[src/rtl/sndsys_pkg.sv]
// rtl/sndsys_pkg.sv - shared sound-system types and constants
package sndsys_pkg;

  typedef enum logic [1:0] {
    IDLE    = 2'd0,
    ARMED   = 2'd1,
    WAIT_RD = 2'd2
  } sched_state_t;

  localparam int CMD_W              = 8;
  localparam int IRQ_PERIOD_DEFAULT = 33334;
  localparam int TIMEOUT_DEFAULT    = 65535;
  localparam logic [15:0] COM_LATCH_ADDR = 16'hE000;

  // Address decode for the command latch read strobe (com_rd).
  function automatic logic is_com_latch(input logic [15:0] addr);
    return addr == COM_LATCH_ADDR;
  endfunction

endpackage

[src/rtl/sndcmd_fifo.sv]
// rtl/sndcmd_fifo.sv - circular command FIFO, 2^DEPTH_LOG2 entries
module sndcmd_fifo
  import sndsys_pkg::*;
#(
  parameter int DEPTH_LOG2 = 2
) (
  input  logic                 clk,
  input  logic                 rst,
  input  logic                 push,
  input  logic                 pop,
  input  logic [CMD_W-1:0]     din,
  output logic [CMD_W-1:0]     head,
  output logic                 full,
  output logic                 empty,
  output logic [DEPTH_LOG2:0]  level
);

  localparam int DEPTH = 1 << DEPTH_LOG2;
  localparam logic [DEPTH_LOG2:0] PTR_ONE = {{DEPTH_LOG2{1'b0}}, 1'b1};

  logic [CMD_W-1:0]    mem [DEPTH];
  logic [DEPTH_LOG2:0] wr_ptr;
  logic [DEPTH_LOG2:0] rd_ptr;
  logic                do_push;
  logic                do_pop;

  assign empty = (wr_ptr == rd_ptr);
  assign full  = (wr_ptr[DEPTH_LOG2] != rd_ptr[DEPTH_LOG2]) &&
                 (wr_ptr[DEPTH_LOG2-1:0] == rd_ptr[DEPTH_LOG2-1:0]);
  // A pop in the same cycle frees the slot, so a push at full is still taken.
  assign do_pop  = pop & ~empty;
  assign do_push = push & (~full | do_pop);
  assign level   = wr_ptr - rd_ptr;
  assign head    = mem[rd_ptr[DEPTH_LOG2-1:0]];

  always_ff @(posedge clk or posedge rst) begin
    if (rst) begin
      wr_ptr <= '0;
      rd_ptr <= '0;
    end else begin
      if (do_push) wr_ptr <= wr_ptr + PTR_ONE;
      if (do_pop)  rd_ptr <= rd_ptr + PTR_ONE;
    end
  end

  always_ff @(posedge clk) begin
    if (do_push) mem[wr_ptr[DEPTH_LOG2-1:0]] <= din;
  end

endmodule

[src/rtl/sndcmd_sched.sv]
// rtl/sndcmd_sched.sv - sound-command scheduler with NMI handshake and periodic IRQ
// Optional per-command abandon timer enabled by SNDCMD_TIMEOUT_EN.
module sndcmd_sched
  import sndsys_pkg::*;
#(
  parameter int DEPTH_LOG2 = 2,
  parameter int IRQ_PERIOD = IRQ_PERIOD_DEFAULT,
  parameter int TIMEOUT    = TIMEOUT_DEFAULT
) (
  input  logic                clk8M,
  input  logic                reset,
  input  logic [7:0]          sndno,
  input  logic                sndstart,
  input  logic                com_rd,
  output logic                cpu_irq,
  input  logic                cpu_irqa,
  output logic                cpu_nmi,
  input  logic                cpu_nmia,
  output logic [7:0]          comlatch,
  output logic                busy,
  output logic [DEPTH_LOG2:0] level,
  output logic                overflow,
  output logic                timeout
);

  localparam int TW = $clog2(IRQ_PERIOD + 1);
  localparam logic [TW-1:0] IRQ_LAST = TW'(IRQ_PERIOD - 1);
  localparam logic [TW-1:0] IRQ_ONE  = TW'(1);

  sched_state_t state, state_n;
  logic         psndstart, pcom_rd;
  logic         push, pop, rd_fall, to_fire;
  logic         full, empty;
  logic         nmi_n;
  logic [7:0]   latch_n, head;
  logic [TW-1:0] irq_cnt;

  assign push    = sndstart & ~psndstart;
  assign rd_fall = pcom_rd & ~com_rd;
  assign busy    = (state != IDLE);

  sndcmd_fifo #(.DEPTH_LOG2(DEPTH_LOG2)) u_fifo (
    .clk   (clk8M),
    .rst   (reset),
    .push  (push),
    .pop   (pop),
    .din   (sndno),
    .head  (head),
    .full  (full),
    .empty (empty),
    .level (level)
  );

  always_ff @(posedge clk8M or posedge reset) begin
    if (reset) begin
      state     <= IDLE;
      cpu_nmi   <= 1'b0;
      comlatch  <= 8'h00;
      psndstart <= 1'b0;
      pcom_rd   <= 1'b0;
      overflow  <= 1'b0;
    end else begin
      state     <= state_n;
      cpu_nmi   <= nmi_n;
      comlatch  <= latch_n;
      psndstart <= sndstart;
      pcom_rd   <= com_rd;
      if (push & full & ~pop) overflow <= 1'b1;
    end
  end

  always_comb begin
    state_n = state;
    nmi_n   = cpu_nmi;
    latch_n = comlatch;
    pop     = 1'b0;
    case (state)
      IDLE: begin
        if (!empty) begin
          pop     = 1'b1;
          latch_n = head;
          nmi_n   = 1'b1;
          state_n = ARMED;
        end
      end
      ARMED: begin
        if (cpu_nmia) begin
          nmi_n   = 1'b0;
          state_n = WAIT_RD;
        end
      end
      WAIT_RD: begin
        if (rd_fall) state_n = IDLE;
      end
      default: state_n = IDLE;
    endcase
    if (to_fire) begin
      nmi_n   = 1'b0;
      state_n = IDLE;
    end
  end

`ifdef SNDCMD_TIMEOUT_EN
  localparam logic [15:0] TO_LAST = 16'(TIMEOUT - 1);
  logic [15:0] to_cnt;

  // A latch read completing on the deadline cycle counts as success.
  assign to_fire = (state != IDLE) && (to_cnt == TO_LAST) &&
                   !((state == WAIT_RD) && rd_fall);

  always_ff @(posedge clk8M or posedge reset) begin
    if (reset) begin
      to_cnt  <= 16'd0;
      timeout <= 1'b0;
    end else begin
      if (state_n == ARMED && state != ARMED) to_cnt <= 16'd0;
      else if (state != IDLE)                 to_cnt <= to_cnt + 16'd1;
      if (to_fire) timeout <= 1'b1;
    end
  end
`else
  logic unused_timeout;
  assign unused_timeout = (TIMEOUT == 0);
  assign to_fire        = 1'b0;
  assign timeout        = 1'b0;
`endif

  // Free-running IRQ divider; a set on the wrap cycle beats a same-cycle acknowledge.
  always_ff @(posedge clk8M or posedge reset) begin
    if (reset) begin
      irq_cnt <= '0;
      cpu_irq <= 1'b0;
    end else begin
      if (irq_cnt == IRQ_LAST) begin
        irq_cnt <= '0;
        cpu_irq <= 1'b1;
      end else begin
        irq_cnt <= irq_cnt + IRQ_ONE;
        if (cpu_irqa) cpu_irq <= 1'b0;
      end
    end
  end

endmodule

[config.mk]
export PLATFORM = sky130hd
export DESIGN_NAME = sndcmd_sched
export DESIGN_NICKNAME = d
export VERILOG_FILES = /design/src/rtl/sndsys_pkg.sv /design/src/rtl/sndcmd_fifo.sv /design/src/rtl/sndcmd_sched.sv
export SDC_FILE = /design/constraint.sdc
export NUM_CORES = 1
export LEC_CHECK = 0
export BUFFER_PORTS_ARGS = -buffer_cell sky130_fd_sc_hd__buf_2
export CORE_AREA = 5 5 110 123
export DETAILED_ROUTE_END_ITERATION = 12
export DIE_AREA = 0 0 115 128
export PLACE_DENSITY = 0.4
export SYNTH_ARGS = -nofsm -noshare
export SYNTH_HDL_FRONTEND = slang
export SYNTH_HIERARCHICAL = 1
export SYNTH_SLANG_ARGS = --single-unit
[constraint.sdc]
create_clock -name clk8M -period 3.45 [get_ports clk8M]
set_input_delay 0.69 -clock clk8M [delete_from_list [all_inputs] [get_ports clk8M]]
set_output_delay 0.69 -clock clk8M [all_outputs]
set_load 0.05 [all_outputs]
* Word level (Yosys, flattened, before mapping)
Memories as Yosys holds them, arrays and structs flattened. A register that Yosys moved wholly into a read port is not among the register bits.
Cells that the tools add are included.
W data, S select, Z words.
** Word-level totals
- Input bits :: 14
- Memories kept :: 1
- Memory bits (writable) :: 32
- Register bits after elaboration :: 29
** Memory list
- u_fifo.mem :: depth 4, width 8, rd ports 1, clocked after memory_dff 1, wr ports 1, line sndcmd_fifo.sv:21 : logic [CMD_W-1:0] mem [DEPTH];
** Cells by class
- $add $sub $neg :: 4
- Bitwise gates (word level) :: 12
- Mux-type cells :: 14
- Reductions and logical operators :: 8
- Eq/ne operators :: 9
** Operators by type and width (number)
- $add A16 B1 Y16 const B :: 1
- $eq A16 B16 Y1 const B :: 1
- $mux W16 :: 1
- $mux W1 :: 8
- $add A3 B1 Y3 const B :: 2
- $and A1 B1 Y1 :: 6
- $mux W2 :: 3
- $ne A2 B2 Y1 const B :: 3
- $pmux W2 S3 :: 1
- $reduce_and A3 Y1 :: 2
- $reduce_bool A2 Y1 :: 3
- $not A1 Y1 :: 5
- $eq A3 B3 Y1 :: 1
- $sub A3 B3 Y3 :: 1
- $eq A2 B1 Y1 const B :: 1
- $eq A2 B2 Y1 :: 1
- $eq A2 B2 Y1 const B :: 1
- $logic_not A2 Y1 :: 1
- $pmux W1 S2 :: 1
- $reduce_and A2 Y1 :: 1
- $logic_and A1 B1 Y1 :: 1
- $ne A1 B1 Y1 :: 1
- $or A1 B1 Y1 :: 1

* Longest topological paths before layout
Gate-level depths: netlist of the first run.
- Word-level depth :: 8
- Depth in mapped cells :: 9

* Modules after synthesis
Netlist of the first run, hierarchy kept.
** Modules (own cells, without submodules)
- sndcmd_fifo :: instances 1, area each 1612.8 µm², sequential area each 1111.1 µm², cells an instance 88
- sndcmd_sched :: instances 1, area each 1356.3 µm², sequential area each 775.7 µm², cells an instance 117

* Worst setup path before layout of the first run
Ideal clock, no wire load.
- Path type :: reg-to-reg
- Start :: register u_fifo.rd_ptr[1]
- End :: memory u_fifo.mem[3][0] (enable)
- Required time :: 3.140 ns
- Setup slack :: 0.830 ns
- Data arrival time :: 2.311 ns
- Stages on the path, launching flop included :: 10
- Library setup time :: 0.310 ns
- Cells stage by stage :: dfrtp_1 clkbuf_1 inv_1 ha_1 nand2_1 nor2_1 nor3_2 nand3b_1 o21a_2 and2_2
** On the way
- Longest elaborated chain between the ends :: 8
- Elaborated cells between the ends (all ways) :: 12
** RTL lines
- start: declaration :: line sndcmd_fifo.sv:23 : logic [DEPTH_LOG2:0] rd_ptr;
- start signal: assignment :: line sndcmd_fifo.sv:42 : if (do_pop) rd_ptr <= rd_ptr + PTR_ONE;
- $eq A3 B3 Y1 :: line sndcmd_fifo.sv:27 : assign empty = (wr_ptr == rd_ptr);
- net empty :: line sndcmd_sched.sv:33 : logic full, empty;
- $mux W1 :: line sndcmd_sched.sv:79 : if (!empty) begin
- $mux W1 :: line sndcmd_sched.sv:77 : case (state)
- net pop :: line sndcmd_sched.sv:32 : logic push, pop, rd_fall, to_fire;
- $and A1 B1 Y1 :: line sndcmd_fifo.sv:31 : assign do_pop = pop & ~empty;
- $or A1 B1 Y1 :: line sndcmd_fifo.sv:32 : assign do_push = push & (~full | do_pop);
- $and A1 B1 Y1 :: line sndcmd_fifo.sv:32
- $mux W1 :: line sndcmd_fifo.sv:47 : if (do_push) mem[wr_ptr[DEPTH_LOG2-1:0]] <= din;
- $mux W1 (not written as such) :: line sndcmd_fifo.sv:47
- end: declaration :: line sndcmd_fifo.sv:21
The timed path passes the listed nets, and every way through them passes these cells.

* Final worst setup path of the first run
- Start :: register u_fifo.rd_ptr[1]
- End :: memory u_fifo.mem[1][3] (enable)
Same word-level chain as after synthesis.

==> results of run 1 <==
power by group through the flow:
stage / clock (µW) / sequential (µW) / combinational [µW]
after global routing: 891 / 1190 / 1380
after detailed placement: 0 / 1180 / 1300
after CTS: 857 / 1170 / 1300
final: 826 / 1160 / 1270
after floorplan: 0 / 1340 / 812
after global placement: 0 / 1190 / 1280
state kept, by name, indices dropped and copies added, names as in the netlist:
signal	flops
u_fifo/mem	32
cpu_irq	1
comlatch	8
overflow	1
pcom_rd	1
u_fifo/wr_ptr	3
state	2
u_fifo/rd_ptr	3
cpu_nmi	1
irq_cnt	16
psndstart	1
worst paths after layout:
path / slack (ns) / to / startpoint
hold reg to reg: 0.48 / cpu_irq / cpu_irq
min in group clk8M: 0.48 / cpu_irq / cpu_irq
max in group asynchronous: 2.69 / irq_cnt[6] / reset
hold / removal: 0.29 / u_fifo/rd_ptr[2] / reset
setup reg to reg: 0.80 / u_fifo/mem[1][3] / u_fifo/rd_ptr[1]
setup / recovery: 0.80 / u_fifo/mem[1][3] / u_fifo/rd_ptr[1]
worst max-delay path, delay by kind of cell (launching register included):
family	cells	cell delay, ns
AOI/OAI and AO/OA	1	0.26
DFF	1	0.64
adders and majority gates	1	0.30
and+or+nand+nor	5	0.88
buffers and inverters	2	0.28
cells by family after synthesis:
kind of cell               after synthesis  synth area share
buffers and inverters                   18            0.0244
xor gates and xnor gates                18            0.0531
and+or+nand+nor                         57             0.108
adders and majority gates               10            0.0447
DFF                                     69             0.635
other                                    1           0.00126
AOI/OAI and AO/OA                       11            0.0223
muxes                                   21             0.111
layer usage:
metal	vias to the layer above	wire length [µm]	track usage	part of all wire
met3	9	183	0.0283	0.032
li1	801	-	-	-
met5	-	0	0	0
met2	21	2590	0.123	0.46
met1	814	2800	0.119	0.49
met4	0	108	0.0394	0.019
metrics by stage:
stage	cell area, µm²	hold WS, ns	total power [µW]	util	setup slack (ns)
2_1_floorplan	2970	0.458	2150	-	0.830
3_3_place_gp	3310	0.458	2470	0.270	0.878
3_5_place_dp	3310	0.465	2480	0.270	0.789
4_1_cts	3580	0.292	3330	0.292	0.775
5_1_grt	3580	0.317	3470	0.292	0.621
6_report	3580	0.294	3260	0.292	0.803
cells in the mapped netlist, drive strengths merged, types with 2 or more instances:
cell type  number
xor2            9
nor4            3
mux2           12
nor3            3
nor2           15
dfrtp          37
nor2b           2
mux4            8
and3            2
nand2          11
xnor2           9
o21ai           5
nand3           7
inv            14
ha              9
edfxtp         32
clkbuf          2
and2            4
nand4           4
buf             2
a21oi           2
cell type report:
cell class	instances	area, µm²
fillers	1254	8690
flip-flops and latches	69	1890
multi-input cells	118	1010
clock buffers	9	225
well taps	157	196
repair buffers	31	163
inverters	14	52.6
clock inverters	7	42.5
layout by cell type, fill, tap and decap left out, drive strengths merged, types with 7 or more instances in the layout:
master and n:
mux4 8, inv 14, nand2 11, nand3 7
dfrtp 37, xor2 9, xnor2 9, mux2 12
buf 31, nor2 15, edfxtp 32, clkbuf 9
ha 9
==> out/metrics.cfg, run 1 <==
[timing]
setup_viol = 0
setup_tns_ns = 0
slew_headroom = 0.622
hold_viol = 0
period_share = 0.767
fin_crit_ns = 2.65
timing.fmax_mhz = 378
drv_slew = 0
fin_worst_skew_ns = 0.00657
rsz0062_at_grt = no
tightest_slew_ns = 0.563

[synth]
syn_inst = 205
synth_edf_count = 32
yosys.area.top_type = edfxtp_1
yosysTopAreaCellShare = 0.324
synthArstFlopShare = 0.536
synthFlopType = dfrtp_1
netlist_top_cells_area = edfxtp_1 (32%), dfrtp_1 (31%), mux4_2 (6.1%)
synth_cell_types = 38
ys_seq_elements = 69
synthesis.area_um2 = 2970
synth_nets = 229
avgSynthCellArea_um2 = 14.5
synth_warnings = 6
synth_seq_area_share = 0.635

[hold_path]
hold_class = in -> async

[setup_path]
cpMaxStageDelayCell = dfrtp_1
crit_arrival_ns = 2.71
crit_type = reg -> reg
reg2regPathDepth = 9
crit_path_start_kind = register
slowest_delay_ns = 0.64
cp.required_ns = 3.51
setup.worst_path.end_class = register
path_cells = inv_1 > ha_1 > nand2_1 > nor2_1 > nor3_2 > buf_4 > nand3b_1 > o21a_2 > and2_2
worstPathMaxFanout = 12

[cts]
root_buffer = clkbuf_16
clk_latency_ns = 0.32
cts_buffers = 9
cts.sinks = 69
post-cts-setup-buffers = 0
cts_resized = 0
cts_max_path_buffers = 2
hold_buffers = 0
htreeDepth = 3
path_clk_slew_ns = 0.06
cts_tree = built

[floorplan]
fp-row-count = 43
die-area_um2 = 14700
initial_core_util = 0.242
io-pin-count = 30
dieWidth_um = 115
fp.coreArea_um2 = 12300
die_h_um = 128

[status]
status = completed

[routing]
first_iter_violations = 51
vias = 1645
drc = 0
viasPerCell = 4.06
firstDrtPassIters = 3
wirelength_um = 5690
wl_per_cell_um = 14.0
drtAntennaViolNets = 0

[power_and_ir_drop]
p_leak_uw = 0.00147
pwr-share-comb = 0.390
p_int_uw = 1970
pwr-share-clk = 0.253
irDropWorstVdd_uv = 295
seq_power_share = 0.357
power_density_nw_per_um2 = 912
switching_power_uw = 1290
swShare = 0.395

[placement]
gp_congestion = 0.752
hpwl_um = 4170
io_buffers = 28
dp_cells = 389

[global_routing]
grt_max_degree = 32
antenna_found_initial = 0
grt_pass1_wl_um = 9650
grt_usage = 0.0865
grt_remaining_overflow = 0
grt_pass1_vias = 1759

[run]
maxCapViolations = 0

[final_layout]
nets = 267
final_cells = 405
drive_gt1_frac = 0.302
antenna_cells = 0
syn_to_final_growth_pct = 20.4

Note: power is estimated with default switching activity, not from simulation.
==> run 2: changes to the inputs <==
- clock period: 3.45 -> 2.5 ns (I/O delays scaled with it)
==> run 2 against run 1 <==
  * Wire length decreased by 1.5%
  * Clock power up 54%
  * Combinational power up 43%
  * Total power is 43% higher
  * Critical path depth fell by 4
  * Via count grew 0.55%
  * Core utilization is 0.42 points higher
  * Largest power group unchanged
  * Global-route usage is 0.13 points lower
  * Non-clock buffer count increased by 2
  * Die area did not move
  * Setup slack worse by 0.65 ns
  * Critical endpoint is now level[2]
==> out/metrics.cfg, run 2 (synthesized netlist as in run 1, its figures left out) <==
[global_routing]
grt_max_degree = 32  ; unchanged
grt_usage = 0.0852  ; was 0.0865
antenna_found_initial = 0  ; unchanged
grt_pass1_vias = 1765  ; was 1,759
grt_pass1_wl_um = 9380  ; was 9650 µm
grt_remaining_overflow = 0  ; unchanged

[routing]
wirelength_um = 5600  ; was 5690 µm
firstDrtPassIters = 4  ; was 3
vias = 1654  ; was 1,645
viasPerCell = 4.06  ; about the same
wl_per_cell_um = 13.8  ; was 14.0 µm
drc = 0  ; unchanged
first_iter_violations = 59  ; was 51
drtAntennaViolNets = 0  ; unchanged

[final_layout]
multi_input_area_um2 = 1020  ; was 1010 µm²
largest_register_ffs = 32  ; unchanged
seq_area_um2 = 1890  ; unchanged
final_cell_mix = dfrtp_1 (37), edfxtp_1 (32), buf_2 (28)  ; unchanged
syn_to_final_growth_pct = 22.2  ; was 20.4%
nets = 269  ; was 267
mostFrequentLayoutCell = dfrtp_1  ; unchanged
drive_gt1_frac = 0.308  ; was 0.302
final_core_utilization = 0.296  ; was 0.292
design_area_um2 = 3630  ; was 3580 µm²
antenna_cells = 0  ; unchanged
fillers = 1273  ; was 1,254

[setup_path]
endpoint = level[2]  ; was u_fifo/mem[1][3]
reg2regPathDepth = 8  ; was 9
timing.rr.end = u_fifo/mem[1][3]  ; unchanged
crit_path_start_kind = register  ; unchanged
setup.worst_path.end_class = primary output  ; was register
setup.worst_path.start = u_fifo/wr_ptr[0]  ; was u_fifo/rd_ptr[1]
crit_type = reg -> out  ; was reg -> reg
r2r_slack_ns = 0.23  ; was 0.80 ns
crit_arrival_ns = 1.85  ; was 2.71 ns
cp.required_ns = 2.00  ; was 3.51 ns
reg2reg_from = u_fifo/wr_ptr[0]  ; was u_fifo/rd_ptr[1]
worstPathMaxFanout = 4  ; was 12

[cts]
clk_latency_ns = 0.33  ; was 0.32 ns
cts_buffers = 9  ; unchanged
cts_tree = built  ; unchanged
cts.sinks = 69  ; unchanged
root_buffer = clkbuf_16  ; unchanged
cts_resized = 0  ; unchanged
htreeDepth = 3  ; unchanged
path_clk_slew_ns = 0.06  ; about the same
cts_max_path_buffers = 2  ; unchanged
hold_buffers = 0  ; unchanged
post-cts-setup-buffers = 0  ; unchanged

[placement]
placed_area_um2 = 3330  ; was 3310 µm²
gp_congestion = 0.734  ; was 0.752
hpwl_um = 4010  ; was 4170 µm
io_buffers = 28  ; unchanged

[floorplan]
io-pin-count = 30  ; unchanged
fp-row-count = 43  ; unchanged
die-area_um2 = 14700  ; unchanged
initial_core_util = 0.242  ; unchanged
dieWidth_um = 115  ; unchanged
die_h_um = 128  ; unchanged
fp.coreArea_um2 = 12300  ; unchanged

[timing]
timing.fmax_mhz = 426
fin_worst_skew_ns = 0.00971  ; was 0.00657 ns
hold_viol = 0  ; unchanged
rsz0062_at_grt = no  ; unchanged
drv_slew = 0  ; unchanged
fin_crit_ns = 2.35
setup_tns_ns = 0  ; unchanged
setup_viol = 0  ; unchanged
period_share = 0.939

[status]
status = completed  ; unchanged

[power_and_ir_drop]
swShare = 0.386  ; was 0.395
pwr-share-comb = 0.389  ; was 0.390
pwr-share-clk = 0.273  ; was 0.253
seq_power_share = 0.338  ; was 0.357
power_density_nw_per_um2 = 1280  ; was 912 nW/µm²
p_int_uw = 2860  ; was 1970 µW
p_leak_uw = 0.00150  ; was 0.00147 µW
irDropWorstVdd_uv = 515  ; was 295 µV
switching_power_uw = 1800  ; was 1290 µW

[hold_path]
hold_class = in -> async  ; unchanged

[run]
maxCapViolations = 0  ; unchanged

[run 2: critical path, cell delays in order (launching register included)]
cell and delay [ns]:
dfrtp_1 0.37, inv_1 0.10, ha_1 0.22, fa_1 0.39, xnor2_1 0.16, buf_2 0.28
[run 2: layout make-up]
class / count / share of cell area
Clock inverter: 6 / 0.0190
Tap cell: 157 / 0.0542
Sequential cell: 69 / 0.520
Inverter: 14 / 0.0145
Clock buffer: 10 / 0.0631
Timing Repair Buffer: 33 / 0.0490
Multi-Input combinational cell: 118 / 0.280
[run 2: worst min path at each step]
stage | startpoint | end | slack, ns | cells past startpoint
3_5_place_dp | reset | u_fifo/rd_ptr[2] | 0.46 | 2
3_3_place_gp | reset | u_fifo/rd_ptr[2] | 0.46 | 2
6_report | reset | u_fifo/wr_ptr[0] | 0.11 | 2
2_1_floorplan | reset | u_fifo/rd_ptr[0] | 0.29 | 1
4_1_cts | reset | u_fifo/wr_ptr[1] | 0.11 | 2
5_1_grt | reset | u_fifo/rd_ptr[1] | 0.11 | 2
[run 2: power by group through the flow]
| stage | logic [µW] | clock network [µW] | registers (µW) |
|---|---|---|---|
| final | 1810 | 1270 | 1570 |
| after CTS | 1850 | 1310 | 1580 |
| after floorplan | 1130 | 0 | 1850 |
| after detailed placement | 1850 | 0 | 1600 |
| after global routing | 1960 | 1360 | 1610 |
| after global placement | 1850 | 0 | 1600 |
[run 2: per-stage QoR]
stage / setup WS (ns) / power [µW] / instances / hold WS [ns]
after global placement: 0.273 / 3460 / 391 / 0.459
after CTS: 0.117 / 4750 / 407 / 0.106
after global routing: 0.0475 / 4940 / 407 / 0.109
after detailed placement: 0.248 / 3450 / 391 / 0.464
final: 0.153 / 4660 / 407 / 0.106
after floorplan: 0.0228 / 2980 / 205 / 0.291
[run 2: layer usage]
metal / track usage / share of wire / up-vias
li1: - / - / 807
met1: 0.108 / 0.45 / 813
met2: 0.129 / 0.49 / 25
met3: 0.0217 / 0.033 / 9
met4: 0.0539 / 0.026 / 0
met5: 0 / 0 / -
